**src/rtl/adder_carry_serial_driver.sv**
```systemverilog
// Bit-serial initiator for one external adder_carry cell: feeds p/g/cin LSB first,
// chains cout back as cin, and returns the sum. Build with ADDER_CARRY_SERIAL_SUB_EN for A-B support.
module adder_carry_serial_driver #(
    parameter int WIDTH = 8
) (
    input  logic             clk,
    input  logic             reset,
    input  logic             in_valid,
    output logic             in_ready,
    input  logic [WIDTH-1:0] in_a,
    input  logic [WIDTH-1:0] in_b,
    input  logic             in_cin,
`ifdef ADDER_CARRY_SERIAL_SUB_EN
    input  logic             sub_mode,
`endif
    output logic             adder_carry_p,
    output logic             adder_carry_g,
    output logic             adder_carry_cin,
    input  logic             adder_carry_sumout,
    input  logic             adder_carry_cout,
    output logic             out_valid,
    input  logic             out_ready,
    output logic [WIDTH-1:0] out_sum,
    output logic             out_cout
);

    localparam int CW = (WIDTH > 1) ? $clog2(WIDTH) : 1;
    localparam logic [CW-1:0] LAST = CW'(WIDTH - 1);

    typedef enum logic [1:0] {
        IDLE = 2'd0,
        RUN  = 2'd1,
        DONE = 2'd2
    } state_e;

    typedef struct packed {
        logic [WIDTH-1:0] a;
        logic [WIDTH-1:0] b;
        logic             carry;
    } opnd_t;

    state_e           state_q, state_d;
    opnd_t            op_q, op_d;
    opnd_t            op_acc;
    logic [CW-1:0]    cnt_q, cnt_d;
    logic [WIDTH-1:0] sum_q, sum_d;
    logic [WIDTH-1:0] out_sum_q, out_sum_d;
    logic             out_cout_q, out_cout_d;
    logic [WIDTH-1:0] sum_shift;

    // Operand pair as it will be loaded on acceptance; subtraction is A + ~B + 1.
    always_comb begin
        op_acc.a     = in_a;
        op_acc.b     = in_b;
        op_acc.carry = in_cin;
`ifdef ADDER_CARRY_SERIAL_SUB_EN
        if (sub_mode) begin
            op_acc.b     = ~in_b;
            op_acc.carry = 1'b1;
        end
`endif
    end

    assign sum_shift = {adder_carry_sumout, sum_q[WIDTH-1:1]};

    always_ff @(posedge clk or posedge reset) begin
        if (reset) begin
            state_q    <= IDLE;
            op_q       <= '0;
            cnt_q      <= '0;
            sum_q      <= '0;
            out_sum_q  <= '0;
            out_cout_q <= 1'b0;
        end else begin
            state_q    <= state_d;
            op_q       <= op_d;
            cnt_q      <= cnt_d;
            sum_q      <= sum_d;
            out_sum_q  <= out_sum_d;
            out_cout_q <= out_cout_d;
        end
    end

    // p/g/cin depend only on flops, so the cell sees edge-aligned inputs.
    always_comb begin
        state_d         = state_q;
        op_d            = op_q;
        cnt_d           = cnt_q;
        sum_d           = sum_q;
        out_sum_d       = out_sum_q;
        out_cout_d      = out_cout_q;
        in_ready        = 1'b0;
        out_valid       = 1'b0;
        adder_carry_p   = 1'b0;
        adder_carry_g   = 1'b0;
        adder_carry_cin = 1'b0;

        case (state_q)
            IDLE: begin
                in_ready = 1'b1;
                if (in_valid) begin
                    op_d    = op_acc;
                    cnt_d   = '0;
                    state_d = RUN;
                end
            end
            RUN: begin
                adder_carry_p   = op_q.a[0] ^ op_q.b[0];
                adder_carry_g   = op_q.a[0];
                adder_carry_cin = op_q.carry;
                sum_d           = sum_shift;
                op_d.a          = op_q.a >> 1;
                op_d.b          = op_q.b >> 1;
                op_d.carry      = adder_carry_cout;
                if (cnt_q == LAST) begin
                    out_sum_d  = sum_shift;
                    out_cout_d = adder_carry_cout;
                    state_d    = DONE;
                end else begin
                    cnt_d = cnt_q + CW'(1);
                end
            end
            DONE: begin
                out_valid = 1'b1;
                if (out_ready) state_d = IDLE;
            end
            default: state_d = IDLE;
        endcase
    end

    assign out_sum  = out_sum_q;
    assign out_cout = out_cout_q;

endmodule

```
**config.mk**
```make
export PLATFORM = sky130hd
export DESIGN_NAME = adder_carry_serial_driver
export DESIGN_NICKNAME = d
export VERILOG_FILES = /design/src/rtl/adder_carry_serial_driver.sv
export SDC_FILE = /design/constraint.sdc
export NUM_CORES = 1
export LEC_CHECK = 0
export BUFFER_PORTS_ARGS = -buffer_cell sky130_fd_sc_hd__buf_2
export CORE_ASPECT_RATIO = 1.4
export CORE_MARGIN = 5
export CORE_UTILIZATION = 31
export DETAILED_ROUTE_END_ITERATION = 8
export GPL_TIMING_DRIVEN = 1
export SKIP_CTS_REPAIR_TIMING = 1
export SLEW_MARGIN = 20
export SYNTH_ARGS = -nofsm -noshare
export SYNTH_HDL_FRONTEND = slang
export SYNTH_SLANG_ARGS = --single-unit
```
**constraint.sdc**
```tcl
create_clock -name clk -period 2.84 [get_ports clk]
set_input_delay 0.142 -clock clk [delete_from_list [all_inputs] [get_ports clk]]
set_output_delay 0.142 -clock clk [all_outputs]
set_load 0.05 [all_outputs]
```
After elaboration in Yosys (flattened, before gate mapping)
Index checks and enable logic that the tools add are counted.

Register bits after elaboration: 39. Word-level logic and storage cells: 37. Output and inout bits: 14. Input bits: 23.

Equal/unequal tests: 7. $add $sub $neg: 1. Muxes and demuxes: 14. Reductions and logical operators: 6. Bitwise gates (word level): 1.

Operators by type and width (count): $pmux 17 s2 (1); $mux 17 (1); $ne 2x2->1 const B (4); $mux 2 (3); $mux 3 (2); $pmux 2 s3 (1); $pmux 3 s2 (1); $reduce_and 3->1 (2); $mux 1 (5); $reduce_and 2->1 (2); $add 3x1->3 const B (1); $eq 3x3->1 const B (1); $eq 2x1->1 const B (1); $eq 2x2->1 const B (1); $logic_not 2->1 (1); $reduce_bool 2->1 (1); $xor 1x1->1 (1).

Logic depth before layout (Yosys ltp)
Depth after elaboration: 3. Depth in mapped cells: 6. Gate-level depth less buffers: 5.

Worst setup path after synthesis
No wires, ideal clock.

Path type: reg2reg. From: register state_q[0]. To: register op_q[15] (netlist name). Setup time: 123 ps. Required time: 2717 ps. Data arrival time: 1520 ps. Setup slack: 1197 ps. Cell stages (with the launch flop): 5. Clock period less this slack: 1643 ps. Buffers on the path: 1. Path through: dfrtp_1 buf_2 nor2_1 nand3b_1 o221a_2.

Longest elaborated chain between the ends: 3. Elaborated cells on any way between the ends: 6. Those cells by class: eq/ne: 2; mux: 1; reduce/logical: 3.

Ends and longest elaborated chain: from (decl) (line 42) `state_e state_q, state_d;`; from (signal assigned) (line 75) `state_q <= state_d;`; $eq 2x1->1 / $logic_not 2->1 (equally long branches) (line 98) `case (state_q)`; $reduce_bool 2->1 (no source line) / $ne 2x2->1 (equally long branches); $reduce_and 2->1 (no source line); to (signal assigned) (line 76) `op_q <= op_d;`; to (decl) (line 43) `opnd_t op_q, op_d;`.

Several ways; a longest one is shown, not always the timed one. A chain may end at the register's enable or synchronous reset.

Final worst setup path
From: register state_q[1]. To: output adder_carry_p.

Longest elaborated chain between the ends: 2.

Ends and longest elaborated chain: $eq 2x1->1 (line 98); $mux 1 (line 98); to (decl) (line 16) `output logic adder_carry_p,`.

Every way passes these cells.

==> run_results.csv <==
group,metric,value,unit
timing,fin_crit_sh,72.90,%
timing,clock_skew,0.006312,ns
critical_path,worstPathRequired,2.70,ns
drt,wl_met1,1648,µm
critical_path,cp-endpoint,"adder_carry_p",
timing,fmax,483.0,MHz
timing,holdWs,-0.05007,ns
power,powerDensity,1233,nW/µm²
drt,final_antenna_net_count,0,
yosys,synth_nets,186,
final_layout,num_antenna_cells,0,
final_layout,final_cell_mix,"dfrtp_1, buf_2, o22ai_1",
timing,relSlewSlack,44.79,%
yosys,synth_compound_area_share,19.90,%
grt,grt_pass1_vias,1401,
yosys,avgSynthCellArea,10.51,µm²
yosys,syn-cell-area,1692,µm²
clock_network,h-tree-depth,2,
hold_path,hp-class,"input pin to asynchronous set/reset pin",
yosys,yosys_warnings,0,
yosys,synth_ff_type,"dfrtp_1",
critical_path,cp.arrival,1.93,ns
timing,final.min_clock_period,2.070,ns
yosys,synth-simple-area-share,11.17,%
floorplan,rows,31,
timing,finalSetupViolations,0,
run_status,status,"complete, but fails checks",
drt,wl,3639,µm
yosys,synth_edf_count,0,
drt,dr_wl_met3,244,µm
yosys,synth-xor-area-share,0.5178,%
timing,worstMarginPinSlew,0.8282,ns
grt,overflow,0,
yosys,ys_seq_elements,38,
clock_network,cts_buffer_depth,2,
clock_network,cts_sinks,38,
grt,grt_max_degree,39,
timing,hold_violations,38,
clock_network,clockRootBuffer,"clkbuf_8",
drt,drc,0,
floorplan,start_util,32.31,%
drt,drtPass1Iterations,4,
drt,num_vias,1354,
critical_path,r2r_start,"state_q[1]$_DFFE_PP0P_",
critical_path,critPathKind,"register to primary output",
yosys,synth.mux.area_fraction,5.991,%
critical_path,r2r_end,"op_q[4]$_DFFE_PP0P_",
final_layout,postLayoutCellArea,2003,µm²
final_layout,final_common_cell,"dfrtp_1",
run_status,violations,"hold timing",
critical_path,rr_worst_depth,3,
critical_path,regToRegSetupSlack,1.11,ns
timing,rsz0062_at_grt,"no",
critical_path,cp-end-kind,"primary output",
flow_run,cap_violations,0,
placed_design,dp_hpwl,2471,µm
floorplan,die-area,7055,µm²
grt,antenna_found_initial,0,
yosys,yosysUniqueCellTypes,29,
power,p_leak,0.9368,nW
floorplan,fp.coreArea,5236,µm²
final_layout,final_layout_size_suffix_gt1_share,28.21,%
clock_network,clk_pin_slew,0.07,ns
drt,first_iter_violations,102,
yosys,synth-seq-area-share,56.21,%
final_layout,area_growth,18.42,%
placed_design,dpl_cell_area,1897,µm²
yosys,synth_top_family_by_area,"compound AO/OA/AOI/OAI gates",
clock_network,cts_tree,"yes",
drt,topRoutingLayerUsed,"met4",
timing,finalMaxSlewViolations,0,
clock_network,cts_buffers,5,
floorplan,pin_count,37,
power,vdd_drop_max,0.4681,mV
yosys,async_flop_share,100.0,%
timing,setup_tns,0,ns
drt,avgViaCountPerCell,5.188,
drt,wl_per_cell,13.94,µm
placed_design,port_buffers,36,
clock_network,clock_latency,0.29,ns
critical_path,cp-start-kind,"register",
placed_design,place_congestion,0.7533,
floorplan,die_h,97.41,µm
final_layout,utilization,38.26,%
yosys,synth_fa_ha_area_share,1.479,%
grt,grt_pass1_wl,6499,µm
grt,grtUsageTotal,11.40,%
drt,wl_met2,1678,µm
floorplan,dieWidth,72.43,µm
critical_path,cp-startpoint,"state_q[1]$_DFFE_PP0P_",
final_layout,final_nets,219,
yosys,postSynthCellCount,161,
critical_path,crit_fanout,22,
## worst max-delay path: stages, from the launching register on
cell and delay (ns):
dfrtp_1 0.58, nand2b_1 0.71, nor2_1 0.11, buf_2 0.24
## per-layer routing
layer  track usage (%)  vias to the layer above
li1                  -                      650
met1             14.15                      658
met2             17.96                       38
met3             3.416                        8
met4             5.114                        0
met5                 0                        -
## area by class of cell
type                    count  area (µm²)
flip-flops and latches     38       950.9
repair buffers             37       187.7
multi-input cells         108       660.6
inverters                   4       15.01
well taps                  66       82.58
fillers                   541        3233
clock buffers               7       76.32
clock inverters             1       30.03
## flip-flops by register name, summed over array words and instances, names as in the netlist
signal    cells
state_q       2
sum_q         7
cnt_q         3
out_sum       8
op_q         17
out_cout      1
## synthesized netlist by cell type (all sizes together) (2+ instances only)
| master | instances | area (µm²) |
|---|---|---|
| dfrtp | 38 | 950.9 |
| o22ai | 26 | 162.7 |
| nand2 | 25 | 101.4 |
| a21oi | 16 | 80.08 |
| buf | 10 | 61.30 |
| mux2 | 9 | 101.4 |
| nor2 | 6 | 22.52 |
| o21ai | 5 | 25.02 |
| inv | 3 | 11.26 |
| nand2b | 3 | 18.77 |
| o2bb2ai | 3 | 26.28 |
| a22oi | 2 | 15.01 |
| and2 | 2 | 12.51 |
| ha | 2 | 25.02 |
## through the flow
stage | total power [W] | hold WS [ns] | std cells | setup slack [ns]
CTS | 0.002490 | -0.03536 | 261 | 0.7686
floorplan | 0.001826 | 0.2283 | 161 | 1.197
finish | 0.002470 | -0.05007 | 261 | 0.7696
global route | 0.002655 | 0.002315 | 261 | 0.6270
global placement | 0.002016 | 0.2837 | 253 | 1.118
detailed placement | 0.002044 | 0.2809 | 253 | 1.096
## power breakdown
group / internal (W) / total, W / leakage (nW) / switching (W)
clock: 0.000263 / 0.000447 / 0.0524 / 0.000184
sequential: 0.000785 / 0.000966 / 0.461 / 0.000182
combinational: 0.000351 / 0.00106 / 0.423 / 0.000706
## worst min path at each step
stage                   start                     end  slack, ns
finish                  reset    sum_q[1]$_DFFE_PP0N_      -0.05
global route            reset     op_q[1]$_DFFE_PP0P_      0.002
CTS                     reset     op_q[1]$_DFFE_PP0P_      -0.04
detailed placement      reset     op_q[1]$_DFFE_PP0P_       0.28
global placement        reset     op_q[1]$_DFFE_PP0P_       0.28
floorplan           out_ready  state_q[1]$_DFFE_PP0P_       0.23
## cell families (layout without fill, tap and decap cells)
group | Yosys count | in the layout
flops | 38 | 38
xor+xnor | 1 | 1
mux | 9 | 9
simple gates | 41 | 41
compound gates | 55 | 55
fa+ha+maj | 2 | 2
buf+inv | 15 | 49
Note: power is estimated with default switching activity, not from simulation.
